[src/rtl/latent_buffer_loader.sv]
// Run-time loader for one PE's mu/var window: consumes a mu stream then a var
// stream, captures the 64-word window into two 8x8 banks, serves 8-lane column reads.
module latent_buffer_loader #(
    parameter int ADDR_BASE  = 0,
    parameter int STREAM_LEN = 1024
) (
    input  logic        clk,
    input  logic        rst,
    input  logic        start,
    input  logic        wr_valid,
    output logic        wr_ready,
    input  logic [15:0] wr_data,
    output logic        load_done,
    input  logic        rd_en,
    input  logic        rd_sel,
    input  logic [2:0]  rd_col,
    output logic        rd_valid,
    output logic [15:0] rd_data_1,
    output logic [15:0] rd_data_2,
    output logic [15:0] rd_data_3,
    output logic [15:0] rd_data_4,
    output logic [15:0] rd_data_5,
    output logic [15:0] rd_data_6,
    output logic [15:0] rd_data_7,
    output logic [15:0] rd_data_8
);

    localparam int CW     = $clog2(STREAM_LEN);
    localparam int LAST_I = STREAM_LEN - 1;
    localparam logic [CW-1:0] LAST = LAST_I[CW-1:0];
    localparam logic [CW:0]   BASE = ADDR_BASE[CW:0];

    typedef enum logic [1:0] {IDLE, LOAD_MU, LOAD_VAR, DONE} state_t;

    state_t          state;
    logic [CW-1:0]   word_cnt;
    logic [15:0]     mu_bank  [8][8];
    logic [15:0]     var_bank [8][8];
    logic [15:0]     rd_lane  [8];
    logic            handshake;
    logic [CW:0]     offset;
    logic            in_window;

    assign handshake = wr_valid & wr_ready;
    // Words below the window wrap to a large offset, so one range test covers both edges.
    assign offset    = {1'b0, word_cnt} - BASE;
    assign in_window = (offset[CW:6] == '0);

    always_ff @(posedge clk) begin
        if (rst) begin
            state     <= IDLE;
            word_cnt  <= '0;
            wr_ready  <= 1'b0;
            load_done <= 1'b0;
        end else begin
            case (state)
                IDLE, DONE: begin
                    if (start) begin
                        state     <= LOAD_MU;
                        word_cnt  <= '0;
                        wr_ready  <= 1'b1;
                        load_done <= 1'b0;
                    end
                end
                LOAD_MU: begin
                    if (handshake) begin
                        if (word_cnt == LAST) begin
                            state    <= LOAD_VAR;
                            word_cnt <= '0;
                        end else begin
                            word_cnt <= word_cnt + 1'b1;
                        end
                    end
                end
                LOAD_VAR: begin
                    if (handshake) begin
                        if (word_cnt == LAST) begin
                            state     <= DONE;
                            word_cnt  <= '0;
                            wr_ready  <= 1'b0;
                            load_done <= 1'b1;
                        end else begin
                            word_cnt <= word_cnt + 1'b1;
                        end
                    end
                end
                default: state <= IDLE;
            endcase
        end
    end

    // Bank storage is deliberately left unreset.
    always_ff @(posedge clk) begin
        if (!rst && handshake && in_window) begin
            if (state == LOAD_MU)
                mu_bank[offset[5:3]][offset[2:0]] <= wr_data;
            else if (state == LOAD_VAR)
                var_bank[offset[5:3]][offset[2:0]] <= wr_data;
        end
    end

    always_ff @(posedge clk) begin
        if (rst) begin
            rd_valid <= 1'b0;
            for (int k = 0; k < 8; k++)
                rd_lane[k] <= '0;
        end else begin
            rd_valid <= rd_en && (state == DONE);
            if (rd_en) begin
                for (int k = 0; k < 8; k++)
                    rd_lane[k] <= (state != DONE) ? 16'h0000 :
                                  (rd_sel ? var_bank[k][rd_col] : mu_bank[k][rd_col]);
            end
        end
    end

    assign rd_data_1 = rd_lane[0];
    assign rd_data_2 = rd_lane[1];
    assign rd_data_3 = rd_lane[2];
    assign rd_data_4 = rd_lane[3];
    assign rd_data_5 = rd_lane[4];
    assign rd_data_6 = rd_lane[5];
    assign rd_data_7 = rd_lane[6];
    assign rd_data_8 = rd_lane[7];

endmodule

[config.mk]
export PLATFORM = sky130hd
export DESIGN_NAME = latent_buffer_loader
export DESIGN_NICKNAME = d
export VERILOG_FILES = /design/src/rtl/latent_buffer_loader.sv
export SDC_FILE = /design/constraint.sdc
export NUM_CORES = 2
export LEC_CHECK = 0
export ABC_AREA = 1
export BUFFER_PORTS_ARGS = -buffer_cell sky130_fd_sc_hd__buf_2
export CAP_MARGIN = 0
export CELL_PAD_IN_SITES_DETAIL_PLACEMENT = 1
export CELL_PAD_IN_SITES_GLOBAL_PLACEMENT = 2
export CORE_MARGIN = 2
export CORE_UTILIZATION = 35
export CTS_CLUSTER_DIAMETER = 40
export CTS_CLUSTER_SIZE = 10
export DETAILED_ROUTE_END_ITERATION = 8
export GPL_TIMING_DRIVEN = 1
export PLACE_DENSITY_LB_ADDON = 0.1
export SLEW_MARGIN = 10
export SYNTH_ARGS = -nofsm -noshare
export SYNTH_HDL_FRONTEND = slang
export SYNTH_SLANG_ARGS = --single-unit
[constraint.sdc]
create_clock -name clk -period 6.9 [get_ports clk]
set_input_delay 0.345 -clock clk [delete_from_list [all_inputs] [get_ports clk]]
set_output_delay 0.345 -clock clk [all_outputs]
set_load 0.005 [all_outputs]
==> flow_summary_export.csv <==
group,metric,value,unit
grt,grt_use_total,0.226,
power_and_ir_drop,power_frac_clock,0.563,
logic_synthesis,syn_avg_cell_area,12.4,um^2
cts,htreeDepth,5,
power_and_ir_drop,p_int,29.2,mW
drt,wl_per_cell,26.3,um
power_and_ir_drop,power.density,354,nW/um^2
place,gp_congestion,0.735,
logic_synthesis,synth.largest_area_cell,"edfxtp_1",
cts,clkSlewWorstSetupHoldPaths,0.05,ns
place,hpwl,147000,um
place,placedCellCount,10225,
timing,setup_viol,0,
cells_and_area,drive_gt1_frac,0.142,
power_and_ir_drop,pwr-share-comb,0.043,
power_and_ir_drop,sw_frac_of_total,0.220,
grt,grt.overflow.total,0,
worst_setup_path,startpoint_type,"flip-flop",
timing,hold_viol,0,
grt,grt_pass1_vias,59094,
outcome,outcome,"complete, no violations",
cts,cts_resized,0,
timing,post-route-period-util,0.505,
drt,first_iter_violations,4278,
place,place.port_buffers,155,
drt,ant_nets,0,
floorplanning,die_area,253000,um^2
timing,max_freq,287,MHz
logic_synthesis,ys_warn_count,0,
power_and_ir_drop,peakVddDrop,0.199,mV
logic_synthesis,yosysSeqAreaShare,0.753,
cells_and_area,stdcell_area,106000,um^2
worst_setup_path,cp.required,7.44,ns
grt,grt_pass1_wl,420000,um
worst_setup_path,crit_arrival,4.02,ns
power_and_ir_drop,p_leak,36.5,nW
cts,clk_latency,0.99,ns
logic_synthesis,synth_top_cell_area_share,0.750,
cells_and_area,fin_util,0.427,
timing,fin_ws,3.42,ns
timing,rsz0062_at_grt,"no",
cts,root_buffer,"clkbuf_16",
worst_setup_path,crit_path_end_kind,"flip-flop",
timing,finalCriticalPeriod,3.48,ns
timing,slew-limit-headroom,0.174,
drt,via_per_inst,5.18,
timing,drv_slew,0,
power_and_ir_drop,pwr-share-seq,0.394,
cts,clock_sinks,2191,
cells_and_area,finalNetCount,7359,
floorplanning,num_rows,183,
floorplanning,fp.dieW,503,um
drt,first_pass_iters,5,
power_and_ir_drop,p_switching,8.26,mW
place,place_ws,3.03,ns
cells_and_area,instances_no_fill,10991,
grt,antenna_found_initial,14,
drt,drc_errors,0,
floorplanning,io_pins,156,
timing,skew,0.0712,ns
drt,finalWirelength,289000,um
run,maxCapViolations,0,
place,placedInstanceArea,91300,um^2
timing,holdWs,0.0538,ns
cts,tritoncts,"built",
logic_synthesis,synth_cells,7027,
logic_synthesis,synth.distinct_cells,27,
drt,via_count,56935,
floorplanning,die_h,503,um
cells_and_area,area_growth,21.6,%
timing,tightestPinTransition,1.24,ns
worst_setup_path,cp_max_fo,17,
logic_synthesis,synth_nets,7058,
floorplanning,coreArea,248000,um^2
hold_path,hold_path_class,"in2reg",
timing,fin_tns_setup,0,ns
logic_synthesis,ys_top_cells_by_area,"edfxtp_1 (75%), nor2_1 (7.8%), o21ai_0 (4.3%)",
grt,grt_max_degree,235,
cts,post_cts_buffers,0,
logic_synthesis,ys_ff_latch,2191,
worst_setup_path,crit_type,"reg2reg",
logic_synthesis,syn_area,87200,um^2
cts,clk_path_buf_depth,4,
cts,cts_inserted_buffers,413,
floorplanning,initial_core_util,0.351,
power_and_ir_drop,finalPower,37.5,mW
==> registers in the layout, summed over array words and instances (netlist names) <==
register	cells
wr_ready	1
mu_bank	1024
state	2
rd_valid	1
word_cnt	10
load_done	1
rd_lane	128
var_bank	1024
==> placed cells by master, fill, tap and decap left out, types with 2 or more instances in the layout <==
master,n
o21ai_1,111
o211ai_1,42
edfxtp_1,2176
nand3_1,741
bufinv_16,82
dfxtp_1,15
nand2_2,2
buf_4,155
nor4_4,2
nor2_4,8
inv_16,3
inv_8,2
buf_2,135
inv_6,22
a21oi_1,139
nand4_1,2
o21ai_0,743
nor2_1,1736
inv_1,30
clkinv_4,47
nor3_1,14
buf_8,3
clkbuf_16,418
clkinv_1,37
diode_2,4
clkinv_2,56
o211ai_2,2
dlygate4sd3_1,18
clkinvlp_4,48
clkbuf_1,32
buf_12,12
nor2_2,72
inv_2,3
buf_6,10
nand2_1,727
ha_1,6
==> cell families after synthesis <==
logic type | after synthesis | synth area share
compound gates | 1038 | 0.0610
xor+xnor | 1 | 0.000100
fa+ha+maj | 6 | 0.000861
buf+inv | 486 | 0.0314
flops | 2191 | 0.753
simple gates | 3305 | 0.154
==> worst max-delay path, cell delays in order, from the launching register on <==
cell	delay, ns
dfxtp_1	0.49
inv_1	0.19
nor2_1	0.33
clkinv_1	0.83
nor2_2	1.23
==> power groups by stage <==
stage	Clock [mW]	Sequential [mW]	Combinational [mW]
after floorplan	0	15.0	0.886
after global placement	0	15.0	1.63
after detailed placement	0	15.0	1.65
after CTS	21.4	14.8	1.67
after global routing	22.0	14.8	1.80
final	21.1	14.8	1.62
==> worst paths after layout <==
check	from	end	slack, ns	depth (start not counted)
max	word_cnt[5]$_SDFFE_PP0P_	mu_bank[7][5]$_DFFE_PP_	3.42	4
min	rd_sel	rd_lane[1][7]$_SDFFCE_PP0P_	0.05	3
max reg2reg	word_cnt[5]$_SDFFE_PP0P_	mu_bank[7][5]$_DFFE_PP_	3.42	4
min reg2reg	word_cnt[8]$_SDFFE_PP0P_	word_cnt[8]$_SDFFE_PP0P_	0.51	2
==> layer usage <==
layer | vias up | track usage | share of wire
li1 | 25701 | - | -
met1 | 29581 | 0.314 | 0.46
met2 | 1229 | 0.377 | 0.48
met3 | 420 | 0.0291 | 0.039
met4 | 4 | 0.0538 | 0.019
met5 | - | 0 | 0.000093
==> cells in the mapped netlist <==
library cell,instances
dfxtp_1,15
nor4_4,2
edfxtp_1,2176
inv_2,5
clkinv_1,1
buf_1,46
a31oi_1,1
ha_1,6
inv_1,32
clkbuf_1,173
o21ai_1,111
nor2_2,1
buf_8,3
o211ai_2,2
nand2_1,730
a21oi_1,139
buf_6,88
o211ai_1,42
inv_6,1
nand3_1,741
buf_2,120
nor2_1,1815
nand4_1,2
buf_4,17
nor3_1,14
xor2_1,1
o21ai_0,743
==> timing repair <==
action / 4_1_cts / 5_1_grt
endpoints found under the setup margin: 0 / 0
hold buffers: 18 / 0
hold endpoints to repair: 465 / 0
==> cell type report <==
cell class | count | area, um^2
Fill cell | 25607 | 142000
Sequential cell | 2191 | 65600
Multi-Input combinational cell | 4350 | 19000
Clock buffer | 450 | 10600
Tap cell | 3330 | 4170
Clock inverter | 294 | 3910
Timing Repair Buffer | 333 | 2420
Inverter | 39 | 195
Antenna cell | 4 | 10.0
Note: power is estimated with default switching activity, not from simulation.
